File: src/rtl/kira_pc_pkg.sv
// Shared definitions for the KIRA fetch-stage PC sequencer and its hardware-loop slots.
package kira_pc_pkg;

  localparam int unsigned PC_INC = 4;
  localparam logic [31:0] DEF_RESET_PC   = 32'h4000_0000;
  localparam logic [31:0] DEF_PRELOAD_PC = 32'h0000_0800;

  typedef struct packed {
    logic [31:0] start_pc;
    logic [31:0] end_pc;
    logic [15:0] count;
  } lp_slot_t;

endpackage

File: src/rtl/pc_sequencer_hwloop_slot.sv
// One zero-overhead hardware-loop slot: start/end/count registers plus hit/last flags for the scan.
module hwloop_slot
  import kira_pc_pkg::*;
#(
  parameter int XLEN  = 32,
  parameter int CNT_W = 16
) (
  input  logic             i_clk,
  input  logic             i_rst_n,
  input  logic             i_clr,
  input  logic [XLEN-1:0]  i_pc,
  input  logic             i_dec,
  input  logic             i_exit,
  input  logic             i_wr,
  input  logic [XLEN-1:0]  i_wr_start,
  input  logic [XLEN-1:0]  i_wr_end,
  input  logic [CNT_W-1:0] i_wr_count,
  output logic             o_hit,
  output logic             o_last,
  output logic             o_active,
  output logic [XLEN-1:0]  o_start
);

  localparam logic [XLEN-1:0] ALIGN_MASK = {{(XLEN-2){1'b1}}, 2'b00};

  logic [XLEN-1:0]  r_start;
  logic [XLEN-1:0]  r_end;
  logic [CNT_W-1:0] r_count;
  logic             r_active;

  // Slot state: reset/clear beat a write, and a write beats the scan's decrement or exit.
  always_ff @(posedge i_clk) begin
    if (!i_rst_n) begin
      r_start  <= {XLEN{1'b0}};
      r_end    <= {XLEN{1'b0}};
      r_count  <= {CNT_W{1'b0}};
      r_active <= 1'b0;
    end else if (i_clr) begin
      r_count  <= {CNT_W{1'b0}};
      r_active <= 1'b0;
    end else if (i_wr) begin
      r_start  <= i_wr_start & ALIGN_MASK;
      r_end    <= i_wr_end & ALIGN_MASK;
      r_count  <= i_wr_count;
      r_active <= (i_wr_count != {CNT_W{1'b0}});
    end else if (i_dec) begin
      r_count  <= r_count - {{(CNT_W-1){1'b0}}, 1'b1};
      r_active <= 1'b1;
    end else if (i_exit) begin
      r_count  <= {CNT_W{1'b0}};
      r_active <= 1'b0;
    end else begin
      r_count  <= r_count;
      r_active <= r_active;
    end
  end

  assign o_hit    = r_active && (r_end == i_pc);
  assign o_last   = (r_count == {{(CNT_W-1){1'b0}}, 1'b1});
  assign o_active = r_active;
  assign o_start  = r_start;

endmodule

File: src/rtl/pc_sequencer.sv
// Fetch PC register with next-PC priority (reset, preload, stall, redirect, loop back-edge, +4)
// and a slot-0-first scan over LOOPS hardware-loop slots.
module pc_sequencer
  import kira_pc_pkg::*;
#(
  parameter int              XLEN       = 32,
  parameter logic [XLEN-1:0] RESET_PC   = XLEN'(DEF_RESET_PC),
  parameter logic [XLEN-1:0] PRELOAD_PC = XLEN'(DEF_PRELOAD_PC),
  parameter int              LOOPS      = 2,
  parameter int              CNT_W      = 16,
  parameter int              IDX_W      = (LOOPS > 1) ? $clog2(LOOPS) : 1
) (
  input  logic             i_clk,
  input  logic             i_rst_n,
  input  logic             i_ena,
  input  logic             i_preload,
  input  logic             i_redirect_valid,
  input  logic [XLEN-1:0]  i_redirect_pc,
  input  logic             i_lp_wr_valid,
  input  logic [IDX_W-1:0] i_lp_wr_idx,
  input  logic [XLEN-1:0]  i_lp_wr_start,
  input  logic [XLEN-1:0]  i_lp_wr_end,
  input  logic [CNT_W-1:0] i_lp_wr_count,
  output logic [XLEN-1:0]  o_pc,
  output logic [LOOPS-1:0] o_lp_active,
  output logic             o_lp_back,
  output logic [LOOPS-1:0] o_lp_done
);

  localparam logic [XLEN-1:0] ALIGN_MASK = {{(XLEN-2){1'b1}}, 2'b00};

  logic [XLEN-1:0]  r_pc;
  logic             r_lp_back;
  logic [LOOPS-1:0] r_lp_done;

  logic [LOOPS-1:0] w_hit;
  logic [LOOPS-1:0] w_last;
  logic [LOOPS-1:0] w_active;
  logic [LOOPS-1:0] w_wr;
  logic [LOOPS-1:0] w_dec;
  logic [LOOPS-1:0] w_exit;
  logic [XLEN-1:0]  w_start [LOOPS];
  logic             w_resolve;
  logic             w_found;
  logic [XLEN-1:0]  w_target;
  logic [XLEN-1:0]  w_next_pc;

  assign w_resolve = i_rst_n && !i_preload && i_ena && !i_redirect_valid;

  for (genvar g = 0; g < LOOPS; g++) begin : g_slot
    assign w_wr[g] = i_lp_wr_valid && (i_lp_wr_idx == IDX_W'(g));

    hwloop_slot #(
      .XLEN  (XLEN),
      .CNT_W (CNT_W)
    ) u_slot (
      .i_clk      (i_clk),
      .i_rst_n    (i_rst_n),
      .i_clr      (i_preload),
      .i_pc       (r_pc),
      .i_dec      (w_dec[g]),
      .i_exit     (w_exit[g]),
      .i_wr       (w_wr[g]),
      .i_wr_start (i_lp_wr_start),
      .i_wr_end   (i_lp_wr_end),
      .i_wr_count (i_lp_wr_count),
      .o_hit      (w_hit[g]),
      .o_last     (w_last[g]),
      .o_active   (w_active[g]),
      .o_start    (w_start[g])
    );
  end

  // Back-edge scan: final-iteration slots exit and fall through so nested loops can share an end.
  always_comb begin
    w_dec    = {LOOPS{1'b0}};
    w_exit   = {LOOPS{1'b0}};
    w_found  = 1'b0;
    w_target = r_pc;
    for (int i = 0; i < LOOPS; i++) begin
      if (w_resolve && !w_found && w_hit[i]) begin
        if (w_last[i]) begin
          w_exit[i] = 1'b1;
        end else begin
          w_dec[i] = 1'b1;
          w_found  = 1'b1;
          w_target = w_start[i];
        end
      end else begin
        w_dec[i] = 1'b0;
      end
    end
  end

  // Next-PC priority mux below reset.
  always_comb begin
    w_next_pc = r_pc;
    if (i_preload) begin
      w_next_pc = PRELOAD_PC;
    end else if (!i_ena) begin
      w_next_pc = r_pc;
    end else if (i_redirect_valid) begin
      w_next_pc = i_redirect_pc & ALIGN_MASK;
    end else if (w_found) begin
      w_next_pc = w_target;
    end else begin
      w_next_pc = r_pc + XLEN'(PC_INC);
    end
  end

  // PC and pulse registers; pulses are tied to the same edge as the PC update they describe.
  always_ff @(posedge i_clk) begin
    if (!i_rst_n) begin
      r_pc      <= RESET_PC;
      r_lp_back <= 1'b0;
      r_lp_done <= {LOOPS{1'b0}};
    end else begin
      r_pc      <= w_next_pc;
      r_lp_back <= w_found;
      r_lp_done <= w_exit;
    end
  end

  assign o_pc        = r_pc;
  assign o_lp_active = w_active;
  assign o_lp_back   = r_lp_back;
  assign o_lp_done   = r_lp_done;

endmodule

File: config.mk
export PLATFORM = sky130hd
export DESIGN_NAME = pc_sequencer
export DESIGN_NICKNAME = d
export VERILOG_FILES = /design/src/rtl/kira_pc_pkg.sv /design/src/rtl/pc_sequencer_hwloop_slot.sv /design/src/rtl/pc_sequencer.sv
export SDC_FILE = /design/constraint.sdc
export NUM_CORES = 1
export LEC_CHECK = 0
export ABC_CLOCK_PERIOD_IN_PS = 8200
export BUFFER_PORTS_ARGS = -buffer_cell sky130_fd_sc_hd__buf_2
export CORE_UTILIZATION = 41
export CTS_BUF_LIST = sky130_fd_sc_hd__clkbuf_8
export CTS_CLUSTER_SIZE = 24
export DETAILED_ROUTE_END_ITERATION = 8
export PLACE_DENSITY = 0.73
export SLEW_MARGIN = 20
export SYNTH_ARGS = -nofsm -noshare
export SYNTH_HDL_FRONTEND = slang
export SYNTH_SLANG_ARGS = --single-unit
File: constraint.sdc
create_clock -name i_clk -period 8.2 [get_ports i_clk]
set_clock_uncertainty 0.15 [all_clocks]
set_input_delay 0.41 -clock i_clk [delete_from_list [all_inputs] [get_ports i_clk]]
set_output_delay 0.41 -clock i_clk [all_outputs]
set_load 0.1 [all_outputs]
Yosys cells after proc, flatten, opt, wreduce, memory -nomap -nowiden
Cells that the tools add are included.
Cells by class
  $mul: 0
  multiplexer cells: 30
  bitwise operators: 3
  order comparisons: 0
  $add $sub $neg: 3
  divide/modulo/power cells: 0
  shift-type cells: 0
  reductions and logical operators: 20
  equality and inequality tests: 4
Operators with widths (count)
  $mux 32: 6
  $mux 16: 6
  $eq 32x32->1: 2
  $mux 31: 2
  $add 32x3->32 const B: 1
  $eq 16x1->1 const B: 2
  $sub 16x1->16 const B: 2
  $mux 1: 16
  $reduce_bool 16->1: 1
  $logic_and 1x1->1: 10
  $reduce_bool 3->1: 2
  $reduce_and 2->1: 2
  $logic_not 1->1: 3
  $not 1->1: 3
  $reduce_bool 2->1: 1
  $reduce_or 2->1: 1
Word-level totals
  bits in writable memories: 0
  flip-flop bits (word level): 189
  output and inout bits: 37
  memories: 0
  ROM bits: 0
  latch bits: 0

Longest topological paths before layout
  depth in word-level cells: 14
  depth in mapped cells: 12

Modules after synthesis
From an unflattened synthesis, not the netlist that was laid out.
Unflattened totals
  cells, all modules: 1252
  area, all modules: 10132.2 um^2
By module, submodules not included
  hwloop_slot: cells an instance 448, instances 2, sequential area each 1541.5 um^2, area an instance 3674.8 um^2
  pc_sequencer: cells an instance 356, instances 1, sequential area each 700.7 um^2, area an instance 2782.7 um^2

Worst setup path before layout
OpenSTA, ideal clock, no wires.
  kind: flip-flop to flip-flop
  start point: reg r_pc[26], in the netlist o_pc[26]
  end point: reg r_pc[20], in the netlist o_pc[20]
  setup time: 119 ps
  slack: 4620 ps
  data required time: 7931 ps
  path buffers: 3
  cell stages (with the launch flop): 12
  period minus slack after synthesis: 3580 ps
  data arrival time: 3311 ps
  path through: dfxtp_1 -> clkbuf_1 -> xnor2_1 -> nand2_1 -> or4_4 -> or4_1 -> buf_2 -> nor2b_4 -> buf_4 -> a21oi_1 -> a21o_1 -> a22o_1
Between the ends
  longest elaborated chain between the ends: 10
Ends and longest elaborated chain
  start: declaration: line pc_sequencer.sv:32  | logic [XLEN-1:0] r_pc;
  start signal: assignment: line pc_sequencer.sv:118  | r_pc <= w_next_pc;
  $eq 32x32->1: line pc_sequencer_hwloop_slot.sv:58  | assign o_hit = r_active && (r_end == i_pc);
  $logic_and 1x1->1: line pc_sequencer_hwloop_slot.sv:58
  $logic_and 1x1->1: line pc_sequencer.sv:81  | if (w_resolve && !w_found && w_hit[i]) begin
  $mux 1: line pc_sequencer.sv:81
  $logic_not 1->1: line pc_sequencer.sv:81
  $logic_and 1x1->1 (2 in series): line pc_sequencer.sv:81
  $mux 32 or $mux 1 (tied branches): line pc_sequencer.sv:81
  $mux 32 (*): line pc_sequencer.sv:104  | end else if (w_found) begin
  $mux 32 (*): line pc_sequencer.sv:102  | end else if (i_redirect_valid) begin
Every way passes the cells marked *; elsewhere a longest branch is shown, timed or not.
A chain may end at the register's enable or synchronous reset.

Worst setup path after layout
  start point: in i_ena
  end point: reg r_pc[27], in the netlist o_pc[27]
Between the ends
  longest elaborated chain between the ends: 10
Ends and longest elaborated chain
  start: declaration: line pc_sequencer.sv:15  | input logic i_ena,
  $logic_and 1x1->1 (2 in series): line pc_sequencer.sv:48  | assign w_resolve = i_rst_n && !i_preload && i_ena && !i_redirect_valid;
  $logic_and 1x1->1: line pc_sequencer.sv:81
  $mux 1: line pc_sequencer.sv:81
  $logic_not 1->1: line pc_sequencer.sv:81
  $logic_and 1x1->1 (2 in series): line pc_sequencer.sv:81
  $mux 32 or $mux 1 (tied branches): line pc_sequencer.sv:81
  $mux 32: line pc_sequencer.sv:104
  $mux 32: line pc_sequencer.sv:102
Parallel ways exist; a longest one is shown, timed or not.

==> flow_metrics.tcl <==
set metrics [dict create \
    routedLengthMet1_mm 12.8 \
    clockRootBuffer "clkbuf_8" \
    globalRoute.totalOverflow 0 \
    mappedNetlistArea_mm2 0.00939 \
    layout_common_cells "nand2_1 (317), dfxtp_1 (189), a21oi_1 (172)" \
    rows 55 \
    register_bit_count_reported_by_yosys 189 \
    design.final.nets 1497 \
    syn-mean-instance-area_um2 7.40 \
    crit_path_max_fanout 24 \
    syn-num-nets 1393 \
    share_of_post_route_cells_with_drive_strength_above_1_pct 15.4 \
    worst_path_largest_cell_delay_ns 0.87 \
    core_area_mm2 0.0226 \
    grt_max_degree 72 \
    synthMuxAreaShare_pct 0.213 \
    setup_total_negative_slack_ns 0 \
    worst-slew-pin-transition_ns 1.05 \
    maxClockFrequency_mhz 228 \
    crit_path_cell_trace "buf_2 > nand3b_4 > or4_4 > or4_4 > or4_1 > nor2b_4 > a21oi_1 > and3_1 > a221o_1" \
    regToRegStartpoint "o_pc[23]" \
    filler_cell_count 2244 \
    grt_antenna_before_repair 0 \
    largest_family_of_logic_cells_by_synthesized_area "simple AND/OR/NAND/NOR gates" \
    synth-compound-area-share_pct 20.4 \
    postRouteAntennaNets 0 \
    grt_pass1_wl_mm 47.1 \
    dpl.hpwl_mm 20.8 \
    final_common_cell "nand2_1" \
    netlist-cell-type-count 60 \
    sequential_element_share_of_the_synthesized_area_pct 40.3 \
    port_buffers 149 \
    power-per-cell-area_mw_per_mm2 174 \
    total_die_area_mm2 0.0235 \
    tritoncts.num_buffers 17 \
    detailroute.via_count 9467 \
    route.met3.wl_mm 2.49 \
    tritoncts "yes" \
    vias_per_cell 5.67 \
    design_area_mm2 0.0108 \
    timing.critical_path.to_type "flip-flop" \
    placedCellCount 1622 \
    worstRegToRegCells 8 \
    max_cap_viol_count 0 \
    reg2reg_slack_ns 3.90 \
    worst_path_max_delay_cell "or4_1" \
    grt_setup_unrepaired "false" \
    wl_met2_mm 13.7 \
    layout_worst_path_cycle_share_pct 53.4 \
    most_used_cell_cp "or4_4" \
    timing.critical_path.arrival_ns 4.60 \
    drc_errors 0 \
    synth_edf_count 0 \
    ctsLongestPathBuffers 2 \
    sinks_on_clock_net 189 \
    number_of_global_route_vias_before_repair 8576 \
    setup-violations-final 0 \
    antenna_cells 0 \
    hold_path_end "g_slot[0].u_slot.r_end[20]" \
    area.growth.synth_to_final_pct 14.8 \
    cts_hold_repair.buffers 12 \
    outcome "finished, final reports clean" \
    instances_no_fill 1671 \
    timing.hold.worst.start "i_lp_wr_end[20]" \
    chip_height_um 153 \
    final_wtd_congestion 0.896 \
    post-cts-setup-buffer-count 0 \
    r2r-end "o_pc[27]" \
    timing_hold_violations_final 0 \
    synth_xor_area_share_pct 7.55 \
    yosys.area_share.simple_pct 25.3 \
    post_layout_util_pct 47.8 \
    insertion_delay_ns 0.48 \
    critical_path.startpoint_type "primary input" \
    dr_wl_cell_um 18.1 \
    drt_iter0_markers 953 \
    placement.cell_area_mm2 0.0102 \
    cts.repair.resized 0 \
    peakVddDrop_mv 0.136 \
    postRouteWirelength_mm 30.2 \
    prevailing_post_synth_register_cell "dfxtp_1" \
    fin_crit_ns 4.38 \
    path_clk_slew_ns 0.11 \
    initial_standard_cell_utilization_of_the_core_pct 41.6 \
    h-tree-depth 4 \
    grt_util_all_layers_pct 25.7 \
    hold_ws_ns 0.0167 \
    syn-instance-count 1269 \
    report.final.slew_viol_count 0 \
    yosys_warnings 0 \
    hold_crit_depth 3 \
    synth-async-reset-ratio_pct 0 \
    worst_ep_required_time_ns 8.42 \
    power.static_leakage_nw 4.23 \
    hold_path.class "in -> reg" \
    io-pin-count 156 \
    drt_first_pass_iters 7 \
    maxSlewHeadroom_pct 29.4 \
    synthAdderAreaFrac_pct 0.666 \
    chipWidth_um 153 \
    criticalPathCategory "in -> reg" \
    maxUsedRoutingLayer "met4" \
]
cell usage after synthesis, types with 3 or more instances:
cell,instances,area [µm²]
or3_1,13,81.3
nor4_1,19,119
and3_1,4,25.0
a211oi_1,6,45.0
inv_1,37,139
o21ai_0,68,340
a22oi_1,6,45.0
and2_1,9,56.3
or2_2,5,31.3
o211ai_1,8,60.1
nand3_1,32,160
or4_1,9,67.6
a31o_2,3,26.3
and4_1,4,35.0
nand2_1,319,1200
nor3_1,28,140
a22o_1,7,61.3
buf_4,3,22.5
o31ai_1,3,22.5
xnor2_1,42,368
a31oi_1,25,156
nand4_1,19,119
a221o_1,4,40.0
dfxtp_1,189,3780
a221oi_1,6,52.6
o221ai_1,3,26.3
a21o_1,9,67.6
nor2_1,49,184
clkbuf_1,85,319
ha_1,5,62.6
xor2_1,39,342
o22ai_1,3,18.8
a21oi_1,172,861
flip-flops by register name, summed over array words and instances (netlist names):
signal	cells
o_lp_done	2
o_pc	32
g_slot.u_slot.r_count	32
g_slot.u_slot.o_start	60
g_slot.u_slot.o_active	2
o_lp_back	1
g_slot.u_slot.r_end	60
kinds of logic after synthesis:
group	count (synthesis)
AO/OA/AOI/OAI	334
XOR/XNOR	81
AND/OR/NAND/NOR	527
buffers and inverters	131
multiplexers	2
adder cells (fa/ha/maj)	5
flip-flops	189
through the flow:
step / power [mW] / setup WS, ns
floorplan: 1.18 / 4.62
global placement: 1.27 / 3.41
detailed placement: 1.27 / 3.38
CTS: 1.88 / 3.88
global route: 1.95 / 3.75
finish: 1.87 / 3.82
routing by layer:
layer  GRT usage, %  vias up
met5              0        -
met4           12.6        0
met3           4.68       64
met2           40.2      411
met1           34.0     4418
li1               -     4574
power by group:
part / switching, mW / total (mW) / internal [mW]
Sequential: 0.0325 / 0.980 / 0.947
Clock: 0.377 / 0.608 / 0.231
Combinational: 0.188 / 0.284 / 0.0963
Total: 0.598 / 1.87 / 1.27
worst max-delay path by stage:
stage                     startpoint                            to  cells past startpoint
after global placement         i_ena                      o_pc[27]                      9
after floorplan             o_pc[26]                      o_pc[20]                     11
after global routing           i_ena  g_slot[1].u_slot.r_count[11]                      9
after detailed placement       i_ena                      o_pc[27]                      9
final                          i_ena                      o_pc[27]                      9
after CTS                      i_ena                      o_pc[27]                      9
area by class of cell:
type / count / area (µm²) / share of cell area, %
Multi-Input combinational cell: 949 / 5110 / 47.4
Sequential cell: 189 / 3780 / 35.1
Timing Repair Buffer: 178 / 1010 / 9.33
Tap cell: 285 / 357 / 3.31
Clock buffer: 18 / 248 / 2.30
Inverter: 38 / 144 / 1.33
Clock inverter: 14 / 131 / 1.22
critical path: cells and delay by family:
| family | cells | cell delay, ns |
|---|---|---|
| AOI/OAI and AO/OA | 2 | 0.49 |
| and+or+nand+nor | 6 | 3.28 |
| buffers and inverters | 1 | 0.37 |
Note: power is estimated with default switching activity, not from simulation.
